## src/rtl/ltl_symbol_streamer.sv

```systemverilog
// ltl_symbol_streamer
// Transmit end of the runtime-monitor symbol interface. Buffers per-cycle
// proposition vectors in a small FIFO and drives the shared symbol / run /
// reset inputs of a cluster of monitor automata, owning the session sequence
// (IDLE -> MRESET -> STREAM). Monitor reset is released on the same edge that
// presents the first symbol, so every automaton start state sees it.
//
// Ports:
//   clk, reset            clock, asynchronous active-high reset
//   sess_start/sess_stop  session control pulses (start wins when both)
//   evt_valid/evt_props   proposition vector input, evt_ready = can accept
//   sym_out/sym_run       symbol and advance strobe to the monitors
//   mon_reset             reset to the monitors
//   busy                  session active (MRESET or STREAM)
//   level                 FIFO occupancy
//   drop_count            saturating count of events refused during a session
module ltl_symbol_streamer #(
    parameter int unsigned DEPTH      = 8,
    parameter int unsigned RST_CYCLES = 2,
    parameter int unsigned DEDUP      = 0
) (
    input  logic                     clk,
    input  logic                     reset,
    input  logic                     sess_start,
    input  logic                     sess_stop,
    input  logic                     evt_valid,
    input  logic [7:0]               evt_props,
    output logic                     evt_ready,
    output logic [7:0]               sym_out,
    output logic                     sym_run,
    output logic                     mon_reset,
    output logic                     busy,
    output logic [$clog2(DEPTH):0]   level,
    output logic [15:0]              drop_count
);

    localparam int unsigned AW = $clog2(DEPTH);
    localparam int unsigned LW = $clog2(DEPTH) + 1;
    localparam int unsigned CW = 4;

    typedef enum logic [1:0] {
        ST_IDLE   = 2'd0,
        ST_MRESET = 2'd1,
        ST_STREAM = 2'd2
    } state_t;

    state_t          r_state;
    state_t          w_state_nxt;

    logic [7:0]      r_mem [DEPTH];
    logic [AW-1:0]   r_wr_ptr;
    logic [AW-1:0]   r_rd_ptr;
    logic [LW-1:0]   r_level;
    logic [CW-1:0]   r_cnt;
    logic [7:0]      r_sym;
    logic            r_run;
    logic            r_mrst;
    logic [7:0]      r_last;
    logic            r_lastv;
    logic [15:0]     r_drop;
    logic            r_evt_ready;
    logic            r_busy;

    logic [AW-1:0]   w_wr_ptr_nxt;
    logic [AW-1:0]   w_rd_ptr_nxt;
    logic [LW-1:0]   w_level_nxt;
    logic [CW-1:0]   w_cnt_nxt;
    logic [7:0]      w_sym_nxt;
    logic            w_run_nxt;
    logic            w_mrst_nxt;
    logic [7:0]      w_last_nxt;
    logic            w_lastv_nxt;
    logic [15:0]     w_drop_nxt;
    logic            w_ready;
    logic            w_push;
    logic            w_pop;
    logic            w_flush;
    logic            w_cnt_done;
    logic            w_is_dup;
    logic [7:0]      w_head;

    // Readiness from current state and occupancy; a same-cycle pop does not help
    assign w_ready    = (r_state != ST_IDLE) && (r_level < LW'(DEPTH));
    assign w_head     = r_mem[r_rd_ptr];
    // r_cnt counts MRESET cycles already completed; the current cycle completes
    // the reset window once RST_CYCLES-1 of them are behind us
    assign w_cnt_done = (r_cnt >= CW'(RST_CYCLES - 1));
    assign w_is_dup   = (DEDUP != 0) && r_lastv && (w_head == r_last);

    // Next-state and datapath decode
    always_comb begin
        w_state_nxt  = r_state;
        w_cnt_nxt    = r_cnt;
        w_sym_nxt    = r_sym;
        w_run_nxt    = 1'b0;
        w_mrst_nxt   = r_mrst;
        w_last_nxt   = r_last;
        w_lastv_nxt  = r_lastv;
        w_drop_nxt   = r_drop;
        w_push       = evt_valid && w_ready;
        w_pop        = 1'b0;
        w_flush      = 1'b0;

        case (r_state)
            ST_IDLE: begin
                w_mrst_nxt = 1'b1;
            end
            ST_MRESET: begin
                w_mrst_nxt = 1'b1;
                if (w_cnt_done && (r_level != '0)) begin
                    w_pop       = 1'b1;
                    w_sym_nxt   = w_head;
                    w_run_nxt   = 1'b1;
                    w_mrst_nxt  = 1'b0;
                    w_last_nxt  = w_head;
                    w_lastv_nxt = 1'b1;
                    w_state_nxt = ST_STREAM;
                end else if (r_cnt < CW'(RST_CYCLES)) begin
                    w_cnt_nxt = r_cnt + CW'(1);
                end
            end
            ST_STREAM: begin
                w_mrst_nxt = 1'b0;
                if (r_level != '0) begin
                    w_pop = 1'b1;
                    if (!w_is_dup) begin
                        w_sym_nxt   = w_head;
                        w_run_nxt   = 1'b1;
                        w_last_nxt  = w_head;
                        w_lastv_nxt = 1'b1;
                    end
                end
            end
            default: begin
                w_state_nxt = ST_IDLE;
                w_mrst_nxt  = 1'b1;
            end
        endcase

        // Events refused while a session is running are counted
        if ((r_state != ST_IDLE) && evt_valid && !w_ready && (r_drop != 16'hFFFF)) begin
            w_drop_nxt = r_drop + 16'd1;
        end

        // Session control overrides everything else; start wins over stop
        if (sess_start) begin
            w_flush     = 1'b1;
            w_push      = 1'b0;
            w_pop       = 1'b0;
            w_state_nxt = ST_MRESET;
            w_cnt_nxt   = '0;
            w_mrst_nxt  = 1'b1;
            w_run_nxt   = 1'b0;
            w_sym_nxt   = r_sym;
            w_last_nxt  = r_last;
            w_lastv_nxt = 1'b0;
            w_drop_nxt  = '0;
        end else if (sess_stop && (r_state != ST_IDLE)) begin
            w_flush     = 1'b1;
            w_push      = 1'b0;
            w_pop       = 1'b0;
            w_state_nxt = ST_IDLE;
            w_cnt_nxt   = r_cnt;
            w_mrst_nxt  = 1'b1;
            w_run_nxt   = 1'b0;
            w_sym_nxt   = r_sym;
            w_last_nxt  = r_last;
            w_lastv_nxt = 1'b0;
            w_drop_nxt  = r_drop;
        end
    end

    // FIFO pointer and occupancy update
    always_comb begin
        w_wr_ptr_nxt = r_wr_ptr;
        w_rd_ptr_nxt = r_rd_ptr;
        w_level_nxt  = r_level;
        if (w_flush) begin
            w_wr_ptr_nxt = '0;
            w_rd_ptr_nxt = '0;
            w_level_nxt  = '0;
        end else begin
            if (w_push) begin
                w_wr_ptr_nxt = r_wr_ptr + AW'(1);
            end
            if (w_pop) begin
                w_rd_ptr_nxt = r_rd_ptr + AW'(1);
            end
            w_level_nxt = r_level + LW'(w_push) - LW'(w_pop);
        end
    end

    // State register
    always_ff @(posedge clk or posedge reset) begin
        if (reset) begin
            r_state <= ST_IDLE;
        end else begin
            r_state <= w_state_nxt;
        end
    end

    // Datapath and output registers
    always_ff @(posedge clk or posedge reset) begin
        if (reset) begin
            r_wr_ptr    <= '0;
            r_rd_ptr    <= '0;
            r_level     <= '0;
            r_cnt       <= '0;
            r_sym       <= '0;
            r_run       <= 1'b0;
            r_mrst      <= 1'b1;
            r_last      <= '0;
            r_lastv     <= 1'b0;
            r_drop      <= '0;
            r_evt_ready <= 1'b0;
            r_busy      <= 1'b0;
        end else begin
            r_wr_ptr    <= w_wr_ptr_nxt;
            r_rd_ptr    <= w_rd_ptr_nxt;
            r_level     <= w_level_nxt;
            r_cnt       <= w_cnt_nxt;
            r_sym       <= w_sym_nxt;
            r_run       <= w_run_nxt;
            r_mrst      <= w_mrst_nxt;
            r_last      <= w_last_nxt;
            r_lastv     <= w_lastv_nxt;
            r_drop      <= w_drop_nxt;
            // Registered forms of functions of the next state and occupancy
            r_evt_ready <= (w_state_nxt != ST_IDLE) && (w_level_nxt < LW'(DEPTH));
            r_busy      <= (w_state_nxt != ST_IDLE);
        end
    end

    // FIFO storage, no reset needed
    always_ff @(posedge clk) begin
        if (w_push) begin
            r_mem[r_wr_ptr] <= evt_props;
        end
    end

    assign evt_ready  = r_evt_ready;
    assign sym_out    = r_sym;
    assign sym_run    = r_run;
    assign mon_reset  = r_mrst;
    assign busy       = r_busy;
    assign level      = r_level;
    assign drop_count = r_drop;

endmodule

```

## config.mk

```make
export PLATFORM = sky130hd
export DESIGN_NAME = ltl_symbol_streamer
export DESIGN_NICKNAME = d
export VERILOG_FILES = /design/src/rtl/ltl_symbol_streamer.sv
export SDC_FILE = /design/constraint.sdc
export NUM_CORES = 1
export LEC_CHECK = 0
export BUFFER_PORTS_ARGS = -buffer_cell sky130_fd_sc_hd__buf_4
export CORE_ASPECT_RATIO = 0.5
export CORE_MARGIN = 8
export CORE_UTILIZATION = 63
export CTS_CLUSTER_SIZE = 28
export DETAILED_ROUTE_END_ITERATION = 8
export GPL_TIMING_DRIVEN = 0
export PLACE_DENSITY = 0.84
export SLEW_MARGIN = 20
export SYNTH_ARGS = -nofsm -noshare
export SYNTH_HDL_FRONTEND = slang
export SYNTH_SLANG_ARGS = --single-unit
export TNS_END_PERCENT = 10
```

## constraint.sdc

```tcl
create_clock -name clk -period 7.8 [get_ports clk]
set_input_delay 2.34 -clock clk [delete_from_list [all_inputs] [get_ports clk]]
set_output_delay 2.34 -clock clk [all_outputs]
set_load 0.005 [all_outputs]
```

Yosys cells after proc, flatten, opt, wreduce, memory -nomap -nowiden
Memory sizes are Yosys's and may differ from the RTL's.
Index checks and enable logic that the tools add are counted.
Cells by class
  $add $sub $neg: 6
  $lt $le $gt $ge: 4
  equal/unequal tests: 7
  mux-type cells: 35
  bitwise operators: 2
  reduce and logical (&&, ||, !) cells: 23
Operators with widths (number)
  $mux W16: 3
  $mux W4: 6
  $add A16 B1 Y16 const B: 1
  $mux W8: 2
  $ne A16 B16 Y1 const B: 1
  $pmux W8 S2: 1
  $reduce_bool A2 Y1: 8
  $mux W1: 13
  $mux W3: 4
  $logic_and A1 B1 Y1: 8
  $lt A4 B4 Y1 const B: 2
  $ne A2 B2 Y1 const B: 4
  $add A3 B1 Y3 const B: 2
  $mux W2: 3
  $reduce_and A5 Y1: 1
  $add A4 B1 Y4: 1
  $add A4 B1 Y4 const B: 1
  $ge A4 B1 Y1 const B: 1
  $lt A4 B2 Y1 const B: 1
  $pmux W1 S2: 2
  $pmux W2 S2: 1
  $reduce_and A4 Y1: 1
  $reduce_bool A4 Y1: 1
  $sub A4 B1 Y4: 1
  7 further kinds: 8
Word-level totals
  register bits after elaboration: 44
  RAM bits: 64
  logic and storage cells: 89
  memories: 1
Memory list
  r_mem: words 8, bits a word 8, rd ports 1, clocked after memory_dff 0, write ports 1, RTL line 50  | logic [7:0] r_mem [DEPTH];

Logic depth before layout (Yosys ltp)
Gate-level depths: netlist (run 1).
  word-level depth: 10
  gate-level depth with buffers: 13
  gate-level depth less buffers: 12

Worst setup path before layout (run 1)
No wires, ideal clock.
  path type: input to register
  start point: input port sess_start
  end point: register r_evt_ready (netlist: evt_ready)
  arrival time: 4346 ps
  setup slack: 3327 ps
  cell stages on the path: 11
  buffers on the path: 2
  cells stage by stage: clkbuf_1 or2_0 buf_6 nor4b_2 ha_1 inv_1 ha_1 a21o_1 a21oi_1 xnor2_1 o32a_1
Between the ends
  elaborated cells between the ends (all ways): 10
  classes of those cells: add/sub: 2; order compare: 1; mux: 5; reduce/logical: 2
RTL lines
  start: declaration: RTL line 24  | input logic sess_start,
  $mux W1
  net w_pop: RTL line 76  | logic w_pop;
  $sub A4 B1 Y4: RTL line 189  | w_level_nxt = r_level + LW'(w_push) - LW'(w_pop);
  $mux W4: RTL line 178  | if (w_flush) begin
  $lt A4 B4 Y1: RTL line 229  | r_evt_ready <= (w_state_nxt != ST_IDLE) && (w_level_nxt < LW'(DEPTH));
  $logic_and A1 B1 Y1: RTL line 229
  end signal: assignment: RTL line 229
  end: declaration: RTL line 61  | logic r_evt_ready;
The timed path passes the listed nets, and every way through them passes these cells.
A chain may end at the register's enable or synchronous reset.

Worst setup path after layout (run 1)
  start point: input port sess_stop
  end point: register r_evt_ready (netlist: evt_ready)
Between the ends
  elaborated cells between the ends (all ways): 15
  classes of those cells: add/sub: 2; order compare: 1; mux: 9; reduce/logical: 3
RTL lines
  start: declaration: RTL line 25  | input logic sess_stop,
  $logic_and A1 B1 Y1: RTL line 158  | end else if (sess_stop && (r_state != ST_IDLE)) begin
  $mux W1 (2 in a row)
  net w_pop: RTL line 76
  $sub A4 B1 Y4: RTL line 189
  $mux W4: RTL line 178
  $lt A4 B4 Y1: RTL line 229
  $logic_and A1 B1 Y1: RTL line 229
The timed path passes the listed nets, and every way through them passes these cells.

==> results of run 1 <==
## placed cells by master (no fill, tap or decap), types with 9 or more instances in the layout
cell        n
mux4_2     16
dfrtp_1    43
edfxtp_1   64
mux2_2     17
nor2_1     21
buf_4      43
inv_1      15
clkbuf_16   9
nand3_1     9
a21oi_1    16
nand4_1     9
ha_1       15
nand2_1    14
## state kept, by name, summed over array words and instances, names as in the netlist
name / flops
busy: 1
r_rd_ptr: 3
mon_reset: 1
evt_ready: 1
r_state: 2
r_wr_ptr: 3
sym_run: 1
r_cnt: 4
sym_out: 8
r_mem: 64
drop_count: 16
level: 4
## worst paths after layout
kind / from / to / cells past startpoint
max: sess_stop / evt_ready$_DFF_PP0_ / 12
min: sym_out[1]$_DFFE_PP0P_ / sym_out[1]$_DFFE_PP0P_ / 1
max reg2reg: r_state[0]$_DFF_PP0_ / evt_ready$_DFF_PP0_ / 13
min reg2reg: sym_out[1]$_DFFE_PP0P_ / sym_out[1]$_DFFE_PP0P_ / 1
max in group asynchronous: reset / mon_reset$_DFF_PP1_ / 3
min in group asynchronous: reset / sym_out[1]$_DFFE_PP0P_ / 2
## per-stage QoR
step                hold WS, ns  area [µm²]
floorplan                 0.492        4860
global placement          0.493        5300
detailed placement        0.510        5340
CTS                       0.525        5640
global route              0.547        5640
finish                    0.521        5640
## worst max-delay path: stages
cell and delay (ns):
buf_4 0.12, nor2b_2 0.19, or2_0 0.23, buf_6 0.15, nor4b_2 0.52, ha_1 0.24
inv_1 0.07, ha_1 0.28, a21o_1 0.16, a21oi_1 0.17, xnor2_1 0.17, o32a_1 0.19
## power by group
part / internal (mW) / switching (mW)
sequential: 0.640 / 0.0227
clock: 0.253 / 0.205
combinational: 0.0904 / 0.0877
## layer usage
layer	GRT usage	wire (µm)	share of wire
met5	0	0	0
met4	0.0816	178	0.018
met3	0.0555	604	0.060
met2	0.321	5040	0.50
met1	0.226	4220	0.42
## synth_stat cells (2+ instances only)
cell	number
nor4_1	3
o21ai_0	3
buf_2	5
and2_1	2
nor3_1	5
xnor2_1	4
nand3_1	9
nor2_1	21
inv_1	16
or4_1	7
mux2i_1	5
nor2b_1	3
mux2_2	17
a31oi_1	2
edfxtp_1	64
a21oi_1	16
a2111oi_4	2
ha_1	15
and4_1	2
nand2b_1	3
or2_2	2
dfrtp_1	43
nand2_1	14
clkbuf_1	6
o31ai_1	6
o2111ai_1	2
nand4_1	9
or3_1	4
mux4_2	16
nor3b_1	2
## kinds of logic (layout without fill, tap and decap cells)
group,Yosys count,in the layout,share of synthesized area
DFF,108,108,0.622
buffers and inverters,29,89,0.0252
xor gates and xnor gates,5,5,0.00901
AOI/OAI and AO/OA,40,40,0.0636
adders and majority gates,16,16,0.0428
and+or+nand+nor,96,96,0.113
muxes,38,38,0.124
## area by class of cell
type,instances,share of cell area
clock buffers,10,0.0406
inverters,16,0.0107
flip-flops and latches,108,0.536
well taps,96,0.0213
multi-input cells,195,0.305
plain buffers,13,0.0111
repair buffers,44,0.0621
clock inverters,6,0.0126
==> results.sh, run 1 <==
export IMPL_synth_distinct_cells=54
export IMPL_finalMaxSlewViolations=0
export IMPL_reg2reg_slack_ns=4.61
export IMPL_cts_buffers_inserted=9
export IMPL_min_period_ns=4.54
export IMPL_fp_dieArea_mm2=0.0109
export IMPL_hpwl_um=6850
export IMPL_drt_iter0_markers=194
export IMPL_p_leak_nw=2.15
export IMPL_status="finished, final reports clean"
export IMPL_cts_htree_levels=3
export IMPL_fp_row_count=22
export IMPL_ir_drop_mv=0.164
export IMPL_yosysTopAreaCell="edfxtp_1"
export IMPL_placed_cells=472
export IMPL_gp_congestion=0.933
export IMPL_maxSlewHeadroom=0.371
export IMPL_finalSetupTns_ns=0
export IMPL_final_layout_size_suffix_gt1_frac=0.286
export IMPL_synth_edff_count=64
export IMPL_finalWirelength_um=10000
export IMPL_fmax_ghz=0.220
export IMPL_grtUsageTotal=0.189
export IMPL_start_util=0.656
export IMPL_dr_pass1_iters=4
export IMPL_fin_skew_ns=0.00643
export IMPL_seq_area_frac_synth=0.622
export IMPL_grt_overflow=0
export IMPL_critical_path_class="in -> reg"
export IMPL_grt_pass1_wl_um=16300
export IMPL_cts_setup_buffers=0
export IMPL_wire_per_inst_um=20.6
export IMPL_total_power_mw=1.30
export IMPL_rsz0062_at_grt="false"
export IMPL_grt_pass1_vias=3235
export IMPL_tritoncts="done"
export IMPL_worstMarginPinSlew_ns=0.940
export IMPL_die_h_um=78.1
export IMPL_multi_input_area_mm2=0.00172
export IMPL_yosys_top_cells_area="edfxtp_1 40%, dfrtp_1 22%, mux4_2 7.4%, mux2_2 3.9%, ha_1 3.9%"
export IMPL_vias_per_cell=6.28
export IMPL_cts_resized=0
export IMPL_syn_area_mm2=0.00486
export IMPL_grt_start_max_net_pins=25
export IMPL_clkTransAtPathRegs_ns=0.07
export IMPL_crit_fanout=10
export IMPL_postRouteAntennaNets=0
export IMPL_port_buffers=43
export IMPL_synth_nets=361
export IMPL_syn_to_final_growth_pct=16.1
export IMPL_clockRootBuffer="clkbuf_16"
export IMPL_seq_area_mm2=0.00302
export IMPL_hold_path_class="reg -> reg"
export IMPL_ys_flop_type="edfxtp_1"
export IMPL_fin_crit_sh=0.582
export IMPL_fin_nets=416
export IMPL_ys_async_sr_fraction=0.407
export IMPL_crit_path_end_kind="register"
export IMPL_fillCellCount=432
export IMPL_ys_warn_count=0
export IMPL_setup_viol=0
export IMPL_instances_no_fill=488
export IMPL_num_antenna_cells=0
export IMPL_cts_path_max_buffers=2
export IMPL_die_width_um=140
export IMPL_layout_setup_ws_ns=3.26
export IMPL_vias=3065
export IMPL_netlist_area_leader_share=0.396
export IMPL_maxCapViolCount=0
export IMPL_pin_count=45
export IMPL_power_density_mw_per_mm2=230
export IMPL_antenna_found_initial=0
export IMPL_synth_avg_cell_area_um2=14.6
export IMPL_coreArea_mm2=0.00740
export IMPL_cts_sinks=108
export IMPL_postCtsHoldBufs=0
export IMPL_hold_viol=0
export IMPL_drc=0
export IMPL_synth_seq_cells=108
export IMPL_crit_arrival_ns=4.82
export IMPL_cp_start_kind="primary input"
export IMPL_clock_latency_ns=0.35
export IMPL_synth_cells=332
export IMPL_cp_required_ns=8.08
export IMPL_fin_util=0.762
export IMPL_post_place_ws_ns=2.89
Power figures use the tool's default switching activity.
==> inputs of run 2 (changes only) <==
--- a/config.mk
+++ b/config.mk
@@ -8,11 +8,11 @@
 export BUFFER_PORTS_ARGS = -buffer_cell sky130_fd_sc_hd__buf_4
 export CORE_ASPECT_RATIO = 0.5
 export CORE_MARGIN = 8
-export CORE_UTILIZATION = 63
+export CORE_UTILIZATION = 59
 export CTS_CLUSTER_SIZE = 28
 export DETAILED_ROUTE_END_ITERATION = 8
 export GPL_TIMING_DRIVEN = 0
-export PLACE_DENSITY = 0.84
+export PLACE_DENSITY = 0.79
 export SLEW_MARGIN = 20
 export SYNTH_ARGS = -nofsm -noshare
 export SYNTH_HDL_FRONTEND = slang
==> constraint.sdc (replaced) <==
create_clock -name clk -period 4.5 [get_ports clk]
set_input_delay 1.35 -clock clk [delete_from_list [all_inputs] [get_ports clk]]
set_output_delay 1.35 -clock clk [all_outputs]
set_load 0.005 [all_outputs]
==> results.sh, run 2 (synthesis results as in run 1) <==
export IMPL_worstMarginPinSlew_ns=0.931
export IMPL_cts_buffers_inserted=9
export IMPL_cp_required_ns=4.78
export IMPL_crit_path_end_kind="register"
export IMPL_cts_resized=0
export IMPL_min_path_cells=1
export IMPL_fmax_ghz=0.287
export IMPL_syn_to_final_growth_pct=16.3
export IMPL_layout_setup_ws_ns=1.01
export IMPL_cts_htree_levels=3
export IMPL_coreArea_mm2=0.00800
export IMPL_p_switching_mw=0.542
export IMPL_p_leak_nw=2.14
export IMPL_maxSlewHeadroom=0.377
export IMPL_setup_viol=0
export IMPL_fp_row_count=23
export IMPL_vias=3067
export IMPL_min_period_ns=3.49
export IMPL_comb_power_share=0.136
export IMPL_drt_iter0_markers=306
export IMPL_die_h_um=80.2
export IMPL_wire_per_inst_um=20.3
export IMPL_finalSetupTns_ns=0
export IMPL_clock_latency_ns=0.35
export IMPL_switching_share=0.242
export IMPL_fp_dieArea_mm2=0.0116
export IMPL_cts_sinks=108
export IMPL_rsz0062_at_grt="false"
export IMPL_multi_input_area_mm2=0.00172
export IMPL_seq_area_mm2=0.00302
export IMPL_clkTransAtPathRegs_ns=0.07
export IMPL_start_util=0.607
export IMPL_hpwl_um=7070
export IMPL_grt_start_max_net_pins=36
export IMPL_power_frac_seq=0.511
export IMPL_final_common_cell="edfxtp_1"
export IMPL_top_register="r_mem"
export IMPL_r2r_start="r_state[0]$_DFF_PP0_"
export IMPL_postRouteAntennaNets=0
export IMPL_cp_start_kind="primary input"
export IMPL_fillCellCount=542
export IMPL_critical_path_class="in -> reg"
export IMPL_cts_path_max_buffers=2
export IMPL_cts_setup_buffers=0
export IMPL_hold_path_end="sym_out[3]$_DFFE_PP0P_"
export IMPL_p_int_mw=1.70
export IMPL_status="finished, final reports clean"
export IMPL_ir_drop_mv=0.245
export IMPL_clkPwrFrac=0.352
export IMPL_hold_path_class="reg -> reg"
export IMPL_total_power_mw=2.24
export IMPL_dr_pass1_iters=4
export IMPL_finalInstanceArea_mm2=0.00565
export IMPL_finalWirelength_um=10300
export IMPL_clockRootBuffer="clkbuf_16"
export IMPL_regToRegEndpoint="r_mem[4][2]$_DFFE_PP_"
export IMPL_crit_arrival_ns=3.77
export IMPL_largest_register_ffs=64
export IMPL_gp_congestion=0.894
export IMPL_postCtsHoldBufs=0
export IMPL_post_place_ws_ns=0.666
export IMPL_die_width_um=144
export IMPL_port_buffers=43
export IMPL_fin_skew_ns=0.00820
export IMPL_num_antenna_cells=0
export IMPL_antenna_found_initial=0
export IMPL_reg2reg_depth=6
export IMPL_finalMaxSlewViolations=0
export IMPL_maxCapViolCount=0
export IMPL_fin_nets=416
export IMPL_reg2reg_slack_ns=1.36
export IMPL_drc=0
export IMPL_crit_fanout=10
export IMPL_mostFrequentLayoutCells="64 x edfxtp_1, 43 x dfrtp_1, 43 x buf_4"
export IMPL_hp_start="sym_out[3]$_DFFE_PP0P_"
export IMPL_hold_viol=0
export IMPL_vias_per_cell=6.09
export IMPL_grt_pass1_wl_um=16100
export IMPL_fin_crit_sh=0.775
export IMPL_grtUsageTotal=0.185
export IMPL_final_layout_size_suffix_gt1_frac=0.286
export IMPL_grt_pass1_vias=3041
export IMPL_power_density_mw_per_mm2=397
export IMPL_grt_overflow=0
export IMPL_place_area_mm2=0.00535
export IMPL_tritoncts="done"
export IMPL_pin_count=45
## run 2: changes by cell type in the layout (fill, tap and decap cells not counted)
cell        before  now
inv_6            2    3
buf_12           0    1
buf_16           1    0
inv_8            1    0
clkinvlp_4       1    0
clkinv_4         0    1
## run 2: final cells by class
cell class	count	share of cell area
sequential	108	0.535
multi-input combinational	195	0.305
timing repair buffer	44	0.0607
clock buffer	10	0.0405
tap	112	0.0248
clock inverter	6	0.0124
buffer	13	0.0111
inverter	16	0.0106
## run 2: power by group through the flow
stage	clock network [mW]	logic (mW)	registers, mW
final	0.791	0.306	1.15
after global routing	0.847	0.335	1.16
after CTS	0.804	0.312	1.15
after detailed placement	0	0.310	1.17
after global placement	0	0.290	1.16
after floorplan	0	0.177	1.16
## run 2: critical path, cell delays in order
cell     delay, ns
buf_4         0.12
nor2b_2       0.19
or2_0         0.22
buf_6         0.15
nor4b_2       0.47
ha_1          0.23
inv_1         0.06
ha_1          0.27
a21o_1        0.16
a21oi_1       0.18
xnor2_1       0.17
o32a_1        0.19
## run 2: worst max-delay path by stage
stage / start / end / depth (start not counted)
after floorplan: sess_start / evt_ready$_DFF_PP0_ / 11
after global placement: evt_valid / r_mem[0][7]$_DFFE_PP_ / 5
after detailed placement: sess_stop / evt_ready$_DFF_PP0_ / 12
after CTS: sess_stop / evt_ready$_DFF_PP0_ / 12
after global routing: sess_stop / evt_ready$_DFF_PP0_ / 12
final: sess_stop / evt_ready$_DFF_PP0_ / 12
## run 2: stage by stage
stage          hold slack, ns  cells  utilization
3_3_place_gp            0.494    487        0.665
6_report                0.509    504        0.706
2_1_floorplan           0.492    332            -
5_1_grt                 0.528    504        0.706
4_1_cts                 0.513    504        0.706
3_5_place_dp            0.498    488        0.669
## run 2: layer usage
metal | global-route usage | routed length [µm] | up-vias
li1 | - | - | 1392
met1 | 0.223 | 4220 | 1536
met2 | 0.321 | 5110 | 114
met3 | 0.0574 | 730 | 25
met4 | 0.0484 | 195 | 0
met5 | 0 | 0 | -
